**src/rtl/sa_stream_driver.sv**
```systemverilog
// ============================================================================
// Module   : sa_stream_driver
// Purpose  : Host front end for systolic_array. It buffers A and B, streams
//            the column/row beats, then captures the result rows of C.
// Revision : 1.0 - initial release
// ============================================================================
`default_nettype none

module sa_stream_driver #(
  parameter int DATAWIDTH = 16,
  parameter int N_SIZE    = 4,
  parameter int TIMEOUT   = 64
) (
  input  logic                                     clk,
  input  logic                                     rst_n,
  input  logic                                     wr_en,
  input  logic                                     wr_sel,
  input  logic        [$clog2(N_SIZE)-1:0]         wr_row,
  input  logic        [$clog2(N_SIZE)-1:0]         wr_col,
  input  logic signed [DATAWIDTH-1:0]              wr_data,
  input  logic                                     start,
  output logic                                     busy,
  output logic                                     done,
  output logic                                     error,
  input  logic        [$clog2(N_SIZE)-1:0]         rd_row,
  input  logic        [$clog2(N_SIZE)-1:0]         rd_col,
  output logic signed [2*DATAWIDTH-1:0]            rd_data,
  output logic                                     sa_valid_in,
  output logic signed [N_SIZE-1:0][DATAWIDTH-1:0]  sa_matrix_a_in,
  output logic signed [N_SIZE-1:0][DATAWIDTH-1:0]  sa_matrix_b_in,
  input  logic                                     sa_valid_out,
  input  logic signed [N_SIZE-1:0][2*DATAWIDTH-1:0] sa_matrix_c_out
);

  localparam int IW = $clog2(N_SIZE);
  localparam int BW = $clog2(N_SIZE + 1);
  localparam int TW = $clog2(TIMEOUT + 1);

  typedef enum logic [2:0] {
    S_IDLE    = 3'd0,
    S_STREAM  = 3'd1,
    S_WAIT    = 3'd2,
    S_COLLECT = 3'd3,
    S_DONE    = 3'd4
  } state_t;

  state_t r_state;
  state_t w_state_nx;

  logic signed [DATAWIDTH-1:0]   r_a [N_SIZE][N_SIZE];
  logic signed [DATAWIDTH-1:0]   r_b [N_SIZE][N_SIZE];
  logic signed [2*DATAWIDTH-1:0] r_c [N_SIZE][N_SIZE];

  logic [BW-1:0] r_beat;
  logic [IW-1:0] r_row;
  logic [TW-1:0] r_tmo;
  logic          r_error;
  logic          r_valid;

  logic w_accept;
  logic w_start_acc;
  logic w_wr_acc;
  logic w_beat_end;
  logic w_tmo_last;
  logic w_row_last;

  assign w_accept    = (r_state == S_IDLE) || (r_state == S_DONE);
  assign w_start_acc = w_accept && start;
  // A write coinciding with an accepted start is dropped.
  assign w_wr_acc    = w_accept && wr_en && !start;
  assign w_beat_end  = (r_beat == BW'(N_SIZE));
  assign w_tmo_last  = (r_tmo == TW'(TIMEOUT - 1));
  assign w_row_last  = (r_row == IW'(N_SIZE - 1));

  assign error       = r_error;
  assign sa_valid_in = r_valid;
  assign rd_data     = r_c[rd_row][rd_col];

  always_ff @(posedge clk or negedge rst_n) begin
    if (!rst_n) begin
      r_state <= S_IDLE;
    end else begin
      r_state <= w_state_nx;
    end
  end

  always_comb begin
    w_state_nx = r_state;
    busy       = 1'b0;
    done       = 1'b0;
    case (r_state)
      S_IDLE: begin
        if (start) w_state_nx = S_STREAM;
      end
      S_STREAM: begin
        busy = 1'b1;
        if (w_beat_end) w_state_nx = S_WAIT;
      end
      S_WAIT: begin
        busy = 1'b1;
        if (sa_valid_out)    w_state_nx = S_COLLECT;
        else if (w_tmo_last) w_state_nx = S_IDLE;
      end
      S_COLLECT: begin
        busy = 1'b1;
        if (w_row_last) w_state_nx = S_DONE;
      end
      S_DONE: begin
        done = 1'b1;
        if (start) w_state_nx = S_STREAM;
      end
      default: w_state_nx = S_IDLE;
    endcase
  end

  always_ff @(posedge clk or negedge rst_n) begin
    if (!rst_n) begin
      for (int i = 0; i < N_SIZE; i++) begin
        for (int j = 0; j < N_SIZE; j++) begin
          r_a[IW'(i)][IW'(j)] <= '0;
          r_b[IW'(i)][IW'(j)] <= '0;
          r_c[IW'(i)][IW'(j)] <= '0;
        end
      end
      sa_matrix_a_in <= '0;
      sa_matrix_b_in <= '0;
      r_valid        <= 1'b0;
      r_error        <= 1'b0;
      r_beat         <= '0;
      r_row          <= '0;
      r_tmo          <= '0;
    end else begin
      if (w_wr_acc) begin
        if (wr_sel) r_b[wr_row][wr_col] <= wr_data;
        else        r_a[wr_row][wr_col] <= wr_data;
      end

      case (r_state)
        S_IDLE, S_DONE: begin
          if (w_start_acc) begin
            r_error <= 1'b0;
            r_valid <= 1'b1;
            for (int r = 0; r < N_SIZE; r++) begin
              sa_matrix_a_in[IW'(r)] <= r_a[IW'(r)][IW'(0)];
              sa_matrix_b_in[IW'(r)] <= r_b[IW'(0)][IW'(r)];
            end
            r_beat <= BW'(1);
            r_row  <= '0;
            r_tmo  <= '0;
          end
        end
        S_STREAM: begin
          if (w_beat_end) begin
            r_valid        <= 1'b0;
            sa_matrix_a_in <= '0;
            sa_matrix_b_in <= '0;
            r_tmo          <= '0;
          end else begin
            for (int r = 0; r < N_SIZE; r++) begin
              sa_matrix_a_in[IW'(r)] <= r_a[IW'(r)][r_beat[IW-1:0]];
              sa_matrix_b_in[IW'(r)] <= r_b[r_beat[IW-1:0]][IW'(r)];
            end
            r_beat <= r_beat + BW'(1);
          end
        end
        S_WAIT: begin
          if (sa_valid_out) begin
            // Bus element 0 carries the last column of the row.
            for (int j = 0; j < N_SIZE; j++) begin
              r_c[IW'(0)][IW'(j)] <= sa_matrix_c_out[IW'(N_SIZE - 1 - j)];
            end
            r_row <= IW'(1);
          end else if (w_tmo_last) begin
            r_error <= 1'b1;
          end else begin
            r_tmo <= r_tmo + TW'(1);
          end
        end
        S_COLLECT: begin
          for (int j = 0; j < N_SIZE; j++) begin
            r_c[r_row][IW'(j)] <= sa_matrix_c_out[IW'(N_SIZE - 1 - j)];
          end
          r_row <= r_row + IW'(1);
        end
        default: begin
        end
      endcase
    end
  end

endmodule

`default_nettype wire
```
**config.mk**
```make
export PLATFORM = sky130hd
export DESIGN_NAME = sa_stream_driver
export DESIGN_NICKNAME = d
export VERILOG_FILES = /design/src/rtl/sa_stream_driver.sv
export SDC_FILE = /design/constraint.sdc
export NUM_CORES = 1
export LEC_CHECK = 0
export ABC_AREA = 1
export CORE_ASPECT_RATIO = 1.25
export CORE_MARGIN = 2
export CORE_UTILIZATION = 52
export CTS_CLUSTER_DIAMETER = 200
export DETAILED_ROUTE_END_ITERATION = 6
export PLACE_DENSITY = 0.83
export SYNTH_ARGS = -nofsm -noshare
export SYNTH_HDL_FRONTEND = slang
export SYNTH_SLANG_ARGS = --single-unit
export TNS_END_PERCENT = 10
```
**constraint.sdc**
```tcl
create_clock -name clk -period 3.1 [get_ports clk]
set_input_delay 0.62 -clock clk [delete_from_list [all_inputs] [get_ports clk]]
set_output_delay 0.62 -clock clk [all_outputs]
set_load 0.005 [all_outputs]
```
== Yosys cells after proc, flatten, opt, wreduce, memory -nomap -nowiden ==
Index checks and enable logic that the tools add are counted.

* Output and inout port bits: 164
* Flip-flop bits (word level): 1105
* Word-level logic and storage cells: 186

* Bitwise operators: 7
* Equality and inequality tests: 17
* Add/sub/neg operators: 3
* Magnitude comparators: 9
* Reductions and logical operators: 29
* Mux-type cells: 63

{| class="wikitable"
|+ Operators by type and width
! operator !! count
|-
| 512-bit bitwise mux || 4
|-
| 128-bit demux with 2-bit select || 3
|-
| 256-bit bitwise mux || 2
|-
| 128-bit 2-to-1 mux || 3
|-
| 128-bit binary-select mux with 2-bit select || 1
|-
| 64-bit 2-to-1 mux || 4
|-
| 32-bit 2-to-1 mux || 6
|-
| 64-bit binary-select mux with 2-bit select || 1
|-
| 64-bit demux with 2-bit select || 1
|-
| 32-bit case mux with 2 select lines || 2
|-
| 96-bit 2-to-1 mux || 1
|-
| 16-bit 2-to-1 mux || 5
|-
| 16-bit binary-select mux with 2-bit select || 2
|-
| 32-bit binary-select mux with 2-bit select || 1
|-
| 16-bit demux with 2-bit select || 1
|-
| 7-bit 2-to-1 mux || 4
|-
| 3-bit 2-to-1 mux || 7
|-
| 7-bit case mux with 3 select lines || 1
|-
| 3-bit greater-or-equal comparator, second input constant || 6
|-
| 2-bit inverter with 3-bit output || 6
|-
| 3-bit AND reduction || 5
|-
| 2-bit != test, second input constant || 7
|-
| 3-bit case mux with 4 select lines || 1
|-
| 2-bit AND reduction || 5
|-
| other kinds (27) || 49
|}

== Logic depth before layout (Yosys ltp) ==
* Depth after elaboration: 10
* Gate-level depth with buffers: 11

== Least setup slack after synthesis ==
Ideal clock, no wire load.

* Path type: in2reg
* From: input start
* To: register r_a[128] in the netlist's numbering (enable)
* Arrival time: 2.279 ns
* Stages: 7
* Setup slack: 0.412 ns
* Library setup time: 0.409 ns
* Required time: 2.691 ns
* Cells stage by stage: inv_1 -> nand2_4 -> nor2_8 -> nand2_4 -> inv_1 -> nand2_1 -> nor3_1

* Cells in the longest elaborated chain, start to end: 3

{| class="wikitable"
|+ RTL lines
! item !! line !! RTL
|-
| start, declared || 21 || <nowiki>input logic start,</nowiki>
|-
| 1-bit logical NOT || 70 || <nowiki>assign w_wr_acc = w_accept && wr_en && !start;</nowiki>
|-
| 1-bit logical AND || 70 ||
|-
| 3-bit AND reduction (no source line) || n/a ||
|-
| end signal, assigned by index || 135 || <nowiki>else r_a[wr_row][wr_col] <= wr_data;</nowiki>
|-
| end, declared || 50 || <nowiki>logic signed [DATAWIDTH-1:0] r_a [N_SIZE][N_SIZE];</nowiki>
|}

Every way passes these cells.
A chain may end at the register's enable or synchronous reset.

== Worst setup path in the final report ==
* From: register r_state[1]
* To: output done

* Cells in the longest elaborated chain, start to end: 2

{| class="wikitable"
|+ RTL lines
! item !! line !! RTL
|-
| start, declared || 47 || <nowiki>state_t r_state;</nowiki>
|-
| start signal, assigned || 83 || <nowiki>r_state <= w_state_nx;</nowiki>
|-
| 3-bit == test || 91 || <nowiki>case (r_state)</nowiki>
|-
| 1-bit 2-to-1 mux || 91 ||
|-
| end, declared || 23 || <nowiki>output logic done,</nowiki>
|}

Every way passes these cells.

==> run summary <==
Fill cells = 2361
Detail Placement HPWL = 24.3 mm
CTS Buffer Depth = 3
Met2 wire length = 20.5 mm
Max Cap Viol = 0
Clock Latency Late Sink = 0.53 ns
Die Y = 198 um
Vias = 12583
Remaining antenna violation count = 0
Flop-to-flop setup slack = 0.86 ns
Crit-path max FO = 9
Width of the chip = 159 um
Sequential Area = 0.00908 mm^2
Critical Path RT = 2.48 ns
Cells after Synth = 1745
Synth top area share = 0.333
WHS Path Cells = 2
Post-CTS Setup Repair Bufs = 0
Seq/Total Area, Yosys = 0.578
Final WL = 41.5 mm
Final period util = 0.839
Avg Synthesized Cell Area = 8.99 um^2
Routability Congestion = 0.850
Hold wc startpoint = r_tmo[6]
Drt drc = 0
Global route overflow = 0
Crit Path Category = flop to output pin
Max Transition Viols Final = 0
Top routing layer in use = met4
Root Driver = clkbuf_16
Met1 Wirelength = 15.1 mm
H-tree depth = 2
Post-synth top area cell = dfrtp_1
Fin. Hold Viols = 0
Detail Route met3 WL = 3.93 mm
Worst hold slack = 0.476 ns
Worst reg2reg path depth = 8
RR Endpoint = r_b[97]
CTS tree = yes
Total negative slack = 0 ns
Max Freq = 384 MHz
Synth warnings = 0
#FFs+latches synth = 337
Worst hold-check path type = flop to flop
Starting Density = 0.524
Via/cell ratio = 5.66
Layout cells sized above 1 = 0.0609
Crit end category = output pin
First-pass GRT wire length = 65.9 mm
Final Net Count = 1959
Unique masters post-synth = 30
Antenna violations before repair = 0
WHS Endpoint = r_tmo[6]
Critical Path AT = 1.98 ns
I/O pins = 322
Area Growth Syn to Fin = 13.2%
Num CTS Buffers = 35
RSZ-0062 raised after global routing = false
Fin crit period = 2.60 ns
DR iter-0 viols = 1464
Post-Syn Area = 0.0157 mm^2
FF-to-FF Start = r_state[1]
Average wire per standard cell = 18.6 um
N_diodes = 0
Tot GR Track Use = 0.266
Area occupied by multi-input gates = 0.00538 mm^2
CP Launch Type = flop
PD cells = 916 mW/mm^2
Largest net degree at the start of global routing = 194
Die footprint = 0.0316 mm^2
Fin Clk Skew = 0.0205 ns
Max VDD drop = 1.03 mV
Core Area = 0.0299 mm^2
Largest cells by area after synthesis = dfrtp_1 (33%), edfxtp_1 (24%), nand2_1 (11%), o21ai_0 (7.9%), nor2_1 (5.3%)
Lkg Pwr = 7.83 nW
Worst-Margin Slew = 0.981 ns
Port Buf Inserts = 93
Vias in the first global route = 12387
CTS Sinks = 337
Outcome = finished, final reports clean
Max-slew headroom = 0.346
FP Rows = 71
Drt pass-1 iters = 5
Worst-path clk slew = 0.06 ns
Final setup vio count = 0
==> power breakdown <==
part	total (mW)	switching, mW	internal (mW)	leakage [nW]
registers	6.08	0.577	5.50	3.63
logic	6.04	3.70	2.34	3.65
clock network	4.16	1.73	2.43	0.548
total	16.3	6.01	10.3	7.83
==> cell type report <==
| type | instances | area share |
|---|---|---|
| sequential | 337 | 0.511 |
| multi-input combinational | 1197 | 0.303 |
| tap | 401 | 0.0282 |
| inverter | 96 | 0.0204 |
| clock inverter | 11 | 0.00711 |
| timing repair buffer | 130 | 0.0740 |
| clock buffer | 53 | 0.0566 |
==> state kept, by name, summed over array words and instances (netlist names), 2 cells and up <==
| name | flops |
|---|---|
| r_state | 3 |
| r_b | 128 |
| r_a | 128 |
| sa_matrix_a_in | 32 |
| r_tmo | 7 |
| r_row | 2 |
| r_beat | 3 |
| sa_matrix_b_in | 32 |
==> cell usage in the layout (no fill, tap or decap), types with 15 or more instances in the layout <==
master,count
buf_4,28
o21ai_1,15
clkdlybuf4s50_1,92
a21oi_1,68
conb_1,96
inv_1,92
nor2_1,221
dfrtp_1,208
nand2_1,439
edfxtp_1,128
clkbuf_16,36
o21ai_0,249
o211ai_1,64
==> critical path, stage by stage, from the launching register on <==
cell,delay [ns]
dfrtp_1,0.53
nor2_8,0.21
inv_1,0.09
nor2_1,0.11
clkdlybuf4s50_1,0.52
==> logic make-up after synthesis <==
logic type | count (synthesis) | share of synthesized area
fa+ha+maj | 4 | 0.00319
buf+inv | 306 | 0.103
compound gates | 399 | 0.138
other cells | 1 | 0.000239
simple gates | 697 | 0.177
flops | 337 | 0.578
xor+xnor | 1 | 0.000558
==> synthesized netlist by cell type <==
cell and number:
o22ai_1 2, nand3_1 13, o21ai_1 15, buf_2 24, inv_1 93, nor2_4 8, a21o_1 1, a21oi_1 68
nand3_2 1, nand3b_1 1, nor2_8 2, buf_4 107, nand4_1 2, nor3_1 3, nand2_1 440, buf_1 8
clkbuf_1 66, nand2_4 4, o21ai_0 249, buf_6 5, inv_2 3, nor2_1 221, conb_1 1, nor2_2 1
xnor2_1 1, dfrtp_1 209, edfxtp_1 128, ha_1 4, or2_2 1, o211ai_1 64
==> per-stage QoR <==
stage	power [mW]	setup slack, ns	instances	instance area (um^2)	utilization
floorplan	9.86	0.412	1840	16100	-
global placement	11.9	0.521	2160	16600	0.555
detailed placement	12.1	0.453	2160	16600	0.555
finish	16.3	0.498	2225	17800	0.593
global route	17.3	0.444	2225	17800	0.593
CTS	16.3	0.485	2225	17800	0.593
==> worst max path at each step <==
stage                from        to  slack [ns]  cells past startpoint
5_1_grt        r_state[1]      done        0.44                      4
2_1_floorplan       start  r_a[128]        0.41                      7
6_report       r_state[1]      done        0.50                      4
4_1_cts        r_state[1]      done        0.48                      4
3_3_place_gp        start   r_b[48]        0.52                      9
3_5_place_dp        start  r_b[104]        0.45                      9
==> per-layer routing <==
metal  up-vias  GRT usage
met3       141     0.0392
li1       5624          -
met4         0      0.141
met2       823      0.460
met1      5995      0.324
met5         -          0
==> repair_timing <==
action                                 in CTS  in global routing
hold buffers                                1                  0
setup endpoints to repair                   0                  0
resized for setup                           0                  0
endpoints found under the hold margin       9                  0
No activity file was read; power rests on OpenSTA's default activity.
